===== src/rtl/rns_set3_pkg.sv =====
// Shared definitions for the {2^(n+1)-1, 2^n, 2^n-1} RNS multiply-accumulate.
// Holds the default base exponent, the three moduli derived from it and the
// two-state FSM encoding used by rns_mac_set3.
package rns_set3_pkg;

   // Default RNS base exponent and the moduli it selects.
   localparam int unsigned N  = 4;
   localparam int unsigned M1 = (2 ** (N + 1)) - 1;
   localparam int unsigned M2 = 2 ** N;
   localparam int unsigned M3 = (2 ** N) - 1;

   // ACC: accepting operand beats. HOLD: presenting a finished dot product.
   typedef enum logic {
      ST_ACC  = 1'b0,
      ST_HOLD = 1'b1
   } state_e;

endpackage : rns_set3_pkg


===== src/rtl/mod_mac_2k1.sv =====
// Combinational modulo-(2^k-1) multiply-accumulate: o_sum_c = (i_acc + i_a*i_w) mod (2^k-1).
// An all-ones input residue is the redundant encoding of zero and is treated as 0.
// The result is always canonical (0..2^k-2), never all-ones.
// Ports:
//   i_acc   [k-1:0]  running residue
//   i_a     [k-1:0]  operand residue
//   i_w     [k-1:0]  operand residue
//   o_sum_c [k-1:0]  updated residue (combinational)
module mod_mac_2k1 #(
   parameter int unsigned k = 5
) (
   input  logic [k-1:0] i_acc,
   input  logic [k-1:0] i_a,
   input  logic [k-1:0] i_w,
   output logic [k-1:0] o_sum_c
);

   localparam int unsigned PW   = 2 * k;
   localparam logic [k-1:0] ONES = '1;

   logic [k-1:0]  w_a;
   logic [k-1:0]  w_w;
   logic [k-1:0]  w_acc;
   logic [PW-1:0] w_prod;
   logic [k:0]    w_pfold;
   logic [k-1:0]  w_pwrap;
   logic [k-1:0]  w_pmod;
   logic [k:0]    w_sfold;
   logic [k-1:0]  w_swrap;

   // Fold the redundant zero encoding to the canonical one.
   assign w_a   = (i_a   == ONES) ? '0 : i_a;
   assign w_w   = (i_w   == ONES) ? '0 : i_w;
   assign w_acc = (i_acc == ONES) ? '0 : i_acc;

   assign w_prod = PW'(w_a) * PW'(w_w);

   // 2^k == 1 mod (2^k-1): add the product halves, then add the carry back in.
   // With canonical operands the second addition cannot overflow k bits.
   assign w_pfold = {1'b0, w_prod[k-1:0]} + {1'b0, w_prod[PW-1:k]};
   assign w_pwrap = w_pfold[k-1:0] + k'(w_pfold[k]);
   assign w_pmod  = (w_pwrap == ONES) ? '0 : w_pwrap;

   // End-around-carry add of the accumulator, then canonicalise.
   assign w_sfold = {1'b0, w_pmod} + {1'b0, w_acc};
   assign w_swrap = w_sfold[k-1:0] + k'(w_sfold[k]);
   assign o_sum_c = (w_swrap == ONES) ? '0 : w_swrap;

endmodule : mod_mac_2k1


===== src/rtl/rns_mac_set3.sv =====
// Three-channel RNS dot-product engine over moduli {2^(n+1)-1, 2^n, 2^n-1}.
// Accumulates LEN accepted beats of a_i*w_i per channel, then holds the result
// until the consumer takes it.
// Ports:
//   clk, rst            clock and synchronous active-high reset
//   a1/a2/a3, w1/w2/w3  operand residues (widths n+1 / n / n)
//   in_valid/in_ready   operand beat handshake
//   acc1/acc2/acc3      accumulated residues (partial sums while out_valid=0)
//   out_valid/out_ready result handshake
module rns_mac_set3
   import rns_set3_pkg::*;
#(
   parameter int unsigned n   = N,
   parameter int unsigned LEN = 8
) (
   input  logic         clk,
   input  logic         rst,
   input  logic [n:0]   a1,
   input  logic [n-1:0] a2,
   input  logic [n-1:0] a3,
   input  logic [n:0]   w1,
   input  logic [n-1:0] w2,
   input  logic [n-1:0] w3,
   input  logic         in_valid,
   output logic         in_ready,
   output logic [n:0]   acc1,
   output logic [n-1:0] acc2,
   output logic [n-1:0] acc3,
   output logic         out_valid,
   input  logic         out_ready
);

   localparam int unsigned CNT_W = (LEN > 1) ? $clog2(LEN) : 1;
   localparam logic [CNT_W-1:0] LAST = CNT_W'(LEN - 1);

   state_e           r_state;
   state_e           w_state_nx;
   logic [CNT_W-1:0] r_cnt;
   logic [CNT_W-1:0] w_cnt_nx;
   logic [n:0]       r_acc1;
   logic [n:0]       w_acc1_nx;
   logic [n-1:0]     r_acc2;
   logic [n-1:0]     w_acc2_nx;
   logic [n-1:0]     r_acc3;
   logic [n-1:0]     w_acc3_nx;

   logic [n:0]       w_mac1;
   logic [n-1:0]     w_mac2;
   logic [n-1:0]     w_mac3;

   // Channel 1: modulo 2^(n+1)-1.
   mod_mac_2k1 #(.k(n + 1)) u_ch1 (
      .i_acc   (r_acc1),
      .i_a     (a1),
      .i_w     (w1),
      .o_sum_c (w_mac1)
   );

   // Channel 2: modulo 2^n is plain n-bit truncation.
   assign w_mac2 = r_acc2 + a2 * w2;

   // Channel 3: modulo 2^n-1.
   mod_mac_2k1 #(.k(n)) u_ch3 (
      .i_acc   (r_acc3),
      .i_a     (a3),
      .i_w     (w3),
      .o_sum_c (w_mac3)
   );

   // State and datapath registers.
   always_ff @(posedge clk) begin
      if (rst) begin
         r_state <= ST_ACC;
         r_cnt   <= '0;
         r_acc1  <= '0;
         r_acc2  <= '0;
         r_acc3  <= '0;
      end else begin
         r_state <= w_state_nx;
         r_cnt   <= w_cnt_nx;
         r_acc1  <= w_acc1_nx;
         r_acc2  <= w_acc2_nx;
         r_acc3  <= w_acc3_nx;
      end
   end

   // Next-state and datapath update.
   always_comb begin
      w_state_nx = r_state;
      w_cnt_nx   = r_cnt;
      w_acc1_nx  = r_acc1;
      w_acc2_nx  = r_acc2;
      w_acc3_nx  = r_acc3;
      case (r_state)
         ST_ACC: begin
            if (in_valid) begin
               w_acc1_nx = w_mac1;
               w_acc2_nx = w_mac2;
               w_acc3_nx = w_mac3;
               // Counter parks at LAST in HOLD; it is cleared on the way out.
               if (r_cnt == LAST) begin
                  w_state_nx = ST_HOLD;
               end else begin
                  w_cnt_nx = r_cnt + CNT_W'(1);
               end
            end
         end
         ST_HOLD: begin
            if (out_ready) begin
               w_state_nx = ST_ACC;
               w_cnt_nx   = '0;
               w_acc1_nx  = '0;
               w_acc2_nx  = '0;
               w_acc3_nx  = '0;
            end
         end
         default: begin
            w_state_nx = ST_ACC;
         end
      endcase
   end

   assign in_ready  = (r_state == ST_ACC);
   assign out_valid = (r_state == ST_HOLD);
   assign acc1      = r_acc1;
   assign acc2      = r_acc2;
   assign acc3      = r_acc3;

endmodule : rns_mac_set3


===== config.mk =====
export PLATFORM = sky130hd
export DESIGN_NAME = rns_mac_set3
export DESIGN_NICKNAME = d
export VERILOG_FILES = /design/src/rtl/rns_set3_pkg.sv /design/src/rtl/mod_mac_2k1.sv /design/src/rtl/rns_mac_set3.sv
export SDC_FILE = /design/constraint.sdc
export NUM_CORES = 1
export LEC_CHECK = 0
export CORE_MARGIN = 5
export CORE_UTILIZATION = 50
export CTS_CLUSTER_DIAMETER = 50
export CTS_CLUSTER_SIZE = 24
export DETAILED_ROUTE_END_ITERATION = 12
export GPL_TIMING_DRIVEN = 1
export PLACE_DENSITY_LB_ADDON = 0.25
export SLEW_MARGIN = 0
export SYNTH_ARGS = -nofsm -noshare
export SYNTH_HDL_FRONTEND = slang
export SYNTH_SLANG_ARGS = --single-unit

===== constraint.sdc =====
create_clock -name clk -period 12.3 [get_ports clk]
set_input_delay 1.23 -clock clk [delete_from_list [all_inputs] [get_ports clk]]
set_output_delay 1.23 -clock clk [all_outputs]
set_load 0.1 [all_outputs]

Word-level counts from Yosys, hierarchy flattened
Index checks and enable logic that the tools add are counted.

Bits in latches: 0. Word-level logic and storage cells: 61. Register bits after elaboration: 17. Memories kept: 0. Memory bits (writable): 0. Input bits: 30. Output and inout bits: 15. Bits in read-only memories: 0.

Reductions and logical operators: 2. Eq/ne operators: 14. Divide/modulo/power cells: 0. Muxes and demuxes: 26. Bitwise operators: 1. Shifts and indexed selects: 0. Multipliers: 3. $add $sub $neg: 10. Magnitude comparators: 0.

Operator list (count): two-way mux 5 bit (7); two-way mux 4 bit (8); equality test 5 bit (second input constant) (5); equality test 4 bit (second input constant) (5); case mux 4 bit (2 select lines) (2); adder 5 x 5 -> 6 bit (2); adder 4 x 4 -> 5 bit (2); adder 5 x 1 -> 5 bit (2); multiplier 5 x 5 -> 10 bit (1); case mux 5 bit (2 select lines) (1); two-way mux 3 bit (3); adder 4 x 1 -> 4 bit (2); multiplier 4 x 4 -> 8 bit (1); != test 2 bit (second input constant) (3); case mux 3 bit (2 select lines) (1); adder 4 bit (1); multiplier 4 x 4 -> 4 bit (1); adder 3 x 1 -> 3 bit (second input constant) (1); equality test 3 bit (second input constant) (1); two-way mux 1 bit (3); AND reduction 3 bit (1); case mux 1 bit (2 select lines) (1); AND reduction 2 bit (1); inverter 1 bit (1).

Depth between registers and ports, before layout
Depth after elaboration: 13. Depth in mapped cells: 39.

Modules after synthesis
Synthesis repeated with hierarchy kept, for this count alone.

Cells, all modules: 430. Area total of the unflattened synthesis: 3378.2 µm².

By module, submodules not included: mod_mac_2k1 (u_ch1) (area an instance 1525.2 µm², times used 1, cells an instance 208, sequential area each 0.0 µm²); mod_mac_2k1 (u_ch3) (area an instance 960.9 µm², times used 1, cells an instance 126, sequential area each 0.0 µm²); rns_mac_set3 (area an instance 892.1 µm², times used 1, cells an instance 96, sequential area each 340.3 µm²).

Least setup slack after synthesis
No wires, ideal clock.

Path type: input -> register. From: input a1[3]. To: register r_acc1[1], in the netlist acc1[1]. Data arrival time: 8280 ps. Cell stages on the path: 36. Required time: 12181 ps. Buffers on the path: 1. Path slack: 3901 ps. Cells stage by stage: nand4_1 -> inv_1 -> nand2_1 -> clkbuf_1 -> nand3_1 -> fa_1 -> fa_1 -> fa_1 -> inv_1 -> ha_1 -> nor2b_1 -> o31a_1 -> nor2_1 -> xnor2_1 -> ha_1 -> a21oi_2 -> nor2b_1 -> o21ai_0 -> nand2b_1 -> ha_1 -> ha_1 -> xor3_1 -> nor2_1 -> nand3_1 -> and2_1 -> ha_1 -> a211oi_1 -> nor2_1 -> o21ai_0 -> nand2b_1 -> ha_1 -> ha_1 -> xnor2_1 -> and3_1 -> nand3_1 -> a32o_1.

Cells in the longest elaborated chain, start to end: 13.

Ends and longest elaborated chain: from (decl) (RTL line rns_mac_set3.sv:18) `input logic [n:0] a1,`; equality test 5 bit (RTL line mod_mac_2k1.sv:32) `assign w_a = (i_a == ONES) ? '0 : i_a;`; two-way mux 5 bit (*) (RTL line mod_mac_2k1.sv:32); multiplier 5 x 5 -> 10 bit (*) (RTL line mod_mac_2k1.sv:36) `assign w_prod = PW'(w_a) * PW'(w_w);`; adder 5 x 5 -> 6 bit (*) (RTL line mod_mac_2k1.sv:40) `assign w_pfold = {1'b0, w_prod[k-1:0]} + {1'b0, w_prod[PW-1:k]};`; adder 5 x 1 -> 5 bit (*) (RTL line mod_mac_2k1.sv:41) `assign w_pwrap = w_pfold[k-1:0] + k'(w_pfold[k]);`; equality test 5 bit (RTL line mod_mac_2k1.sv:42) `assign w_pmod = (w_pwrap == ONES) ? '0 : w_pwrap;`; two-way mux 5 bit (*) (RTL line mod_mac_2k1.sv:42); adder 5 x 5 -> 6 bit (*) (RTL line mod_mac_2k1.sv:45) `assign w_sfold = {1'b0, w_pmod} + {1'b0, w_acc};`; adder 5 x 1 -> 5 bit (*) (RTL line mod_mac_2k1.sv:46) `assign w_swrap = w_sfold[k-1:0] + k'(w_sfold[k]);`; equality test 5 bit (RTL line mod_mac_2k1.sv:47) `assign o_sum_c = (w_swrap == ONES) ? '0 : w_swrap;`; two-way mux 5 bit (*) (RTL line mod_mac_2k1.sv:47); two-way mux 5 bit (*) (RTL line rns_mac_set3.sv:96) `if (in_valid) begin`; case mux 5 bit (2 select lines) (*) (RTL line rns_mac_set3.sv:94) `case (r_state)`; to (signal assigned) (RTL line rns_mac_set3.sv:81) `r_acc1 <= w_acc1_nx;`; to (decl) (RTL line rns_mac_set3.sv:40) `logic [n:0] r_acc1;`.

Mark *: on every way between the ends. The rest lies on a longest branch, timed or not. The select of a mux whose other input is x is not followed. A chain may end at the register's enable or synchronous reset.

Final worst setup path
Ends and elaborated chain as after synthesis.

==> impl_metrics.toml <==
[clock_tree]
post-cts-setup-buffer-count = 0
cts_tree = "built"
post_cts_resized = 0
clkTransAtPathRegs_ns = 0.06
cts_buffers = 3
cts_sinks = 17
cts_buffer_depth = 2
clkLatencyLatePin_ns = 0.24
cts_hold_buf = 0
htree_num_levels = 1
cts_root_buf = "clkbuf_8"

[grt]
grt.total_usage_pct = 15.8
grt_max_degree = 12
grt_pass1_wl_mm = 11.6
grt-ovfl-total = 0
grt_pass1_vias = 2814
antenna_found_initial = 0

[die]
io-pin-count = 45
die-height_um = 92.0
rows = 29
initial_utilization_pct = 52.1
core_area_mm2 = 0.00646
die-area_mm2 = 0.00847
die_x_um = 92.0

[setup_path]
worstSetupPathType = "in -> reg"
cp_data_required_time_ns = 12.44
cpPeakStageDelay_ns = 0.55
slowest_stage = "fa_1"
startpoint_type = "input port"
crit_path_end_kind = "flip-flop"
worstReg2RegEnd = "acc1[1]"
critPathMaxFanout = 11
rr_worst_depth = 14
reg2reg_from = "acc1[1]"
regToRegSetupSlack_ns = 9.14
worstPathArrival_ns = 9.24
startpoint = "a1[3]"
cpMostUsedCell = "ha_1"

[detailed_routing]
first_pass_iters = 4
avgViaCountPerCell = 5.55
drtIter0Drc = 100
wl_mm = 6.74
routedWlPerCell_um = 12.5
route.antenna.remaining_nets = 0
num_vias = 2984
drc = 0

[sta]
final-hold-violation-count = 0
slew_headroom_pct = 33.5
finalCritPeriodShare_pct = 74.0
tightest_slew_ns = 0.994
fin_crit_ns = 9.11
skew_ns = 0.000713
setup_tns_ns = 0
slew_violations = 0
setup_viol = 0
grt_setup_unrepaired = "false"
fmax_mhz = 110

[logic_synthesis]
synth_flop_cell = "dfxtp_1"
synth_fp_nets = 530
seq_area_frac_synth_pct = 10.1
netlist-cell-type-count = 46
syn_avg_cell_area_um2 = 8.07
synth_seq_cells = 17
postSynthCellCount = 417
syn_area_mm2 = 0.00336
async_flop_share_pct = 0
synth-edff-count = 0
ys_warn_count = 0

[finish]
antennaDiodeCount = 0
nets = 575
final_common_cell = "ha_1"
drive_above_1_share_pct = 2.39
final_core_util_pct = 60.8
syn_to_final_growth_pct = 16.8
fillCellCount = 584
design_area_mm2 = 0.00393
mostFrequentLayoutCells = "ha_1 (64), inv_1 (47), nor2_1 (45), clkdlybuf4s50_1 (44), nand2_1 (39)"

[pwr]
p_leak_uw = 0.00200
peakVddDrop_v = 0.000272
power_uw = 787
p_per_area_mw_per_mm2 = 200

[hold_path]
holdPathStages = 2
hold_path_startpoint = "r_cnt[2]"
hold_class = "reg -> reg"
hold_end = "r_cnt[2]"

[placed_design]
placed_cell_area_mm2 = 0.00388
gp_congestion = 0.947
port_buffers = 44
detailed_place_hpwl_mm = 5.92

[run_status]
status = "finished clean"

[flow_run]
drv_cap = 0
[report_power, final]
group          internal [µW]  total (µW)  switching [µW]
logic                    283         669             386
registers               66.6        78.0            11.5
clock network           22.9        40.5            17.6
total                    373         787             415
[worst max-delay path by stage]
stage,endpoint,slack [ns],depth (start not counted)
finish,acc1[1],3.19,36
global placement,acc1[0],3.17,36
CTS,acc1[1],3.18,36
global route,acc1[0],2.51,36
floorplan,acc1[1],3.90,36
detailed placement,acc1[1],2.95,36
[worst max-delay path, delay by kind of cell]
| kind | cells | cell delay (ns) |
|---|---|---|
| adders and majority gates | 10 | 3.42 |
| and+or+nand+nor | 14 | 2.09 |
| AOI/OAI and AO/OA | 6 | 1.39 |
| buffers and inverters | 3 | 0.57 |
| xor gates and xnor gates | 3 | 0.53 |
[synthesized netlist by cell type, types with 2 or more instances]
master    instances  share of area [%]
a211o_1           2               0.52
a21o_1           11                2.5
a21oi_1          20                3.0
a21oi_2           2               0.52
a22o_1            5                1.3
a22oi_1           2               0.45
a31oi_1           4               0.74
a32o_1            3               0.89
and2_1           20                3.7
and3_1            4               0.74
clkbuf_1          3               0.33
dfxtp_1          17                 10
fa_1             19                 11
ha_1             64                 24
inv_1            47                5.2
nand2_1          39                4.4
nand2b_1          6                1.1
nand3_1          21                3.1
nand4_1          13                2.4
nor2_1           45                5.0
nor2b_1           6                1.1
nor3_1            3               0.45
o21ai_0           5               0.74
o21bai_1          2               0.45
o31a_1            2               0.52
xnor2_1          18                4.7
xnor3_1           2                1.3
xor2_1           12                3.1
xor2_2            2               0.97
xor3_1            2                1.4
[stage by stage]
| stage | setup slack, ns | instances | hold slack [ns] |
|---|---|---|---|
| floorplan | 3.90 | 417 | 0.452 |
| global placement | 3.17 | 534 | 0.462 |
| detailed placement | 2.95 | 534 | 0.470 |
| CTS | 3.18 | 538 | 0.479 |
| global route | 2.51 | 538 | 0.505 |
| finish | 3.19 | 538 | 0.479 |
[cell families (layout without fill, tap and decap cells)]
group / after synthesis / after routing / share of synthesized area [%]
mux: 1 / 1 / 0.335
flops: 17 / 17 / 10.1
buf+inv: 51 / 95 / 5.73
simple gates: 164 / 164 / 23.8
fa+ha+maj: 83 / 83 / 35.1
compound gates: 65 / 65 / 13.4
xor+xnor: 36 / 36 / 11.5
[state kept, by name, summed over array words and instances (netlist names)]
register,cells
acc1,5
out_valid,1
acc2,4
r_cnt,3
acc3,4
[final cells by class]
class	instances	area [µm²]	area share, %
repair buffers	44	440	11.2
clock buffers	4	45.0	1.15
well taps	77	96.3	2.45
multi-input cells	349	2830	72.0
flip-flops and latches	17	340	8.66
inverters	47	176	4.49
[per-layer routing]
metal	vias to the layer above	global-route usage, %	part of all wire (%)
met5	-	0	0
met4	0	3.84	1.7
met2	68	28.2	49
met1	1383	20.4	46
li1	1521	-	-
met3	12	1.47	3.3
Power figures use the tool's default switching activity.
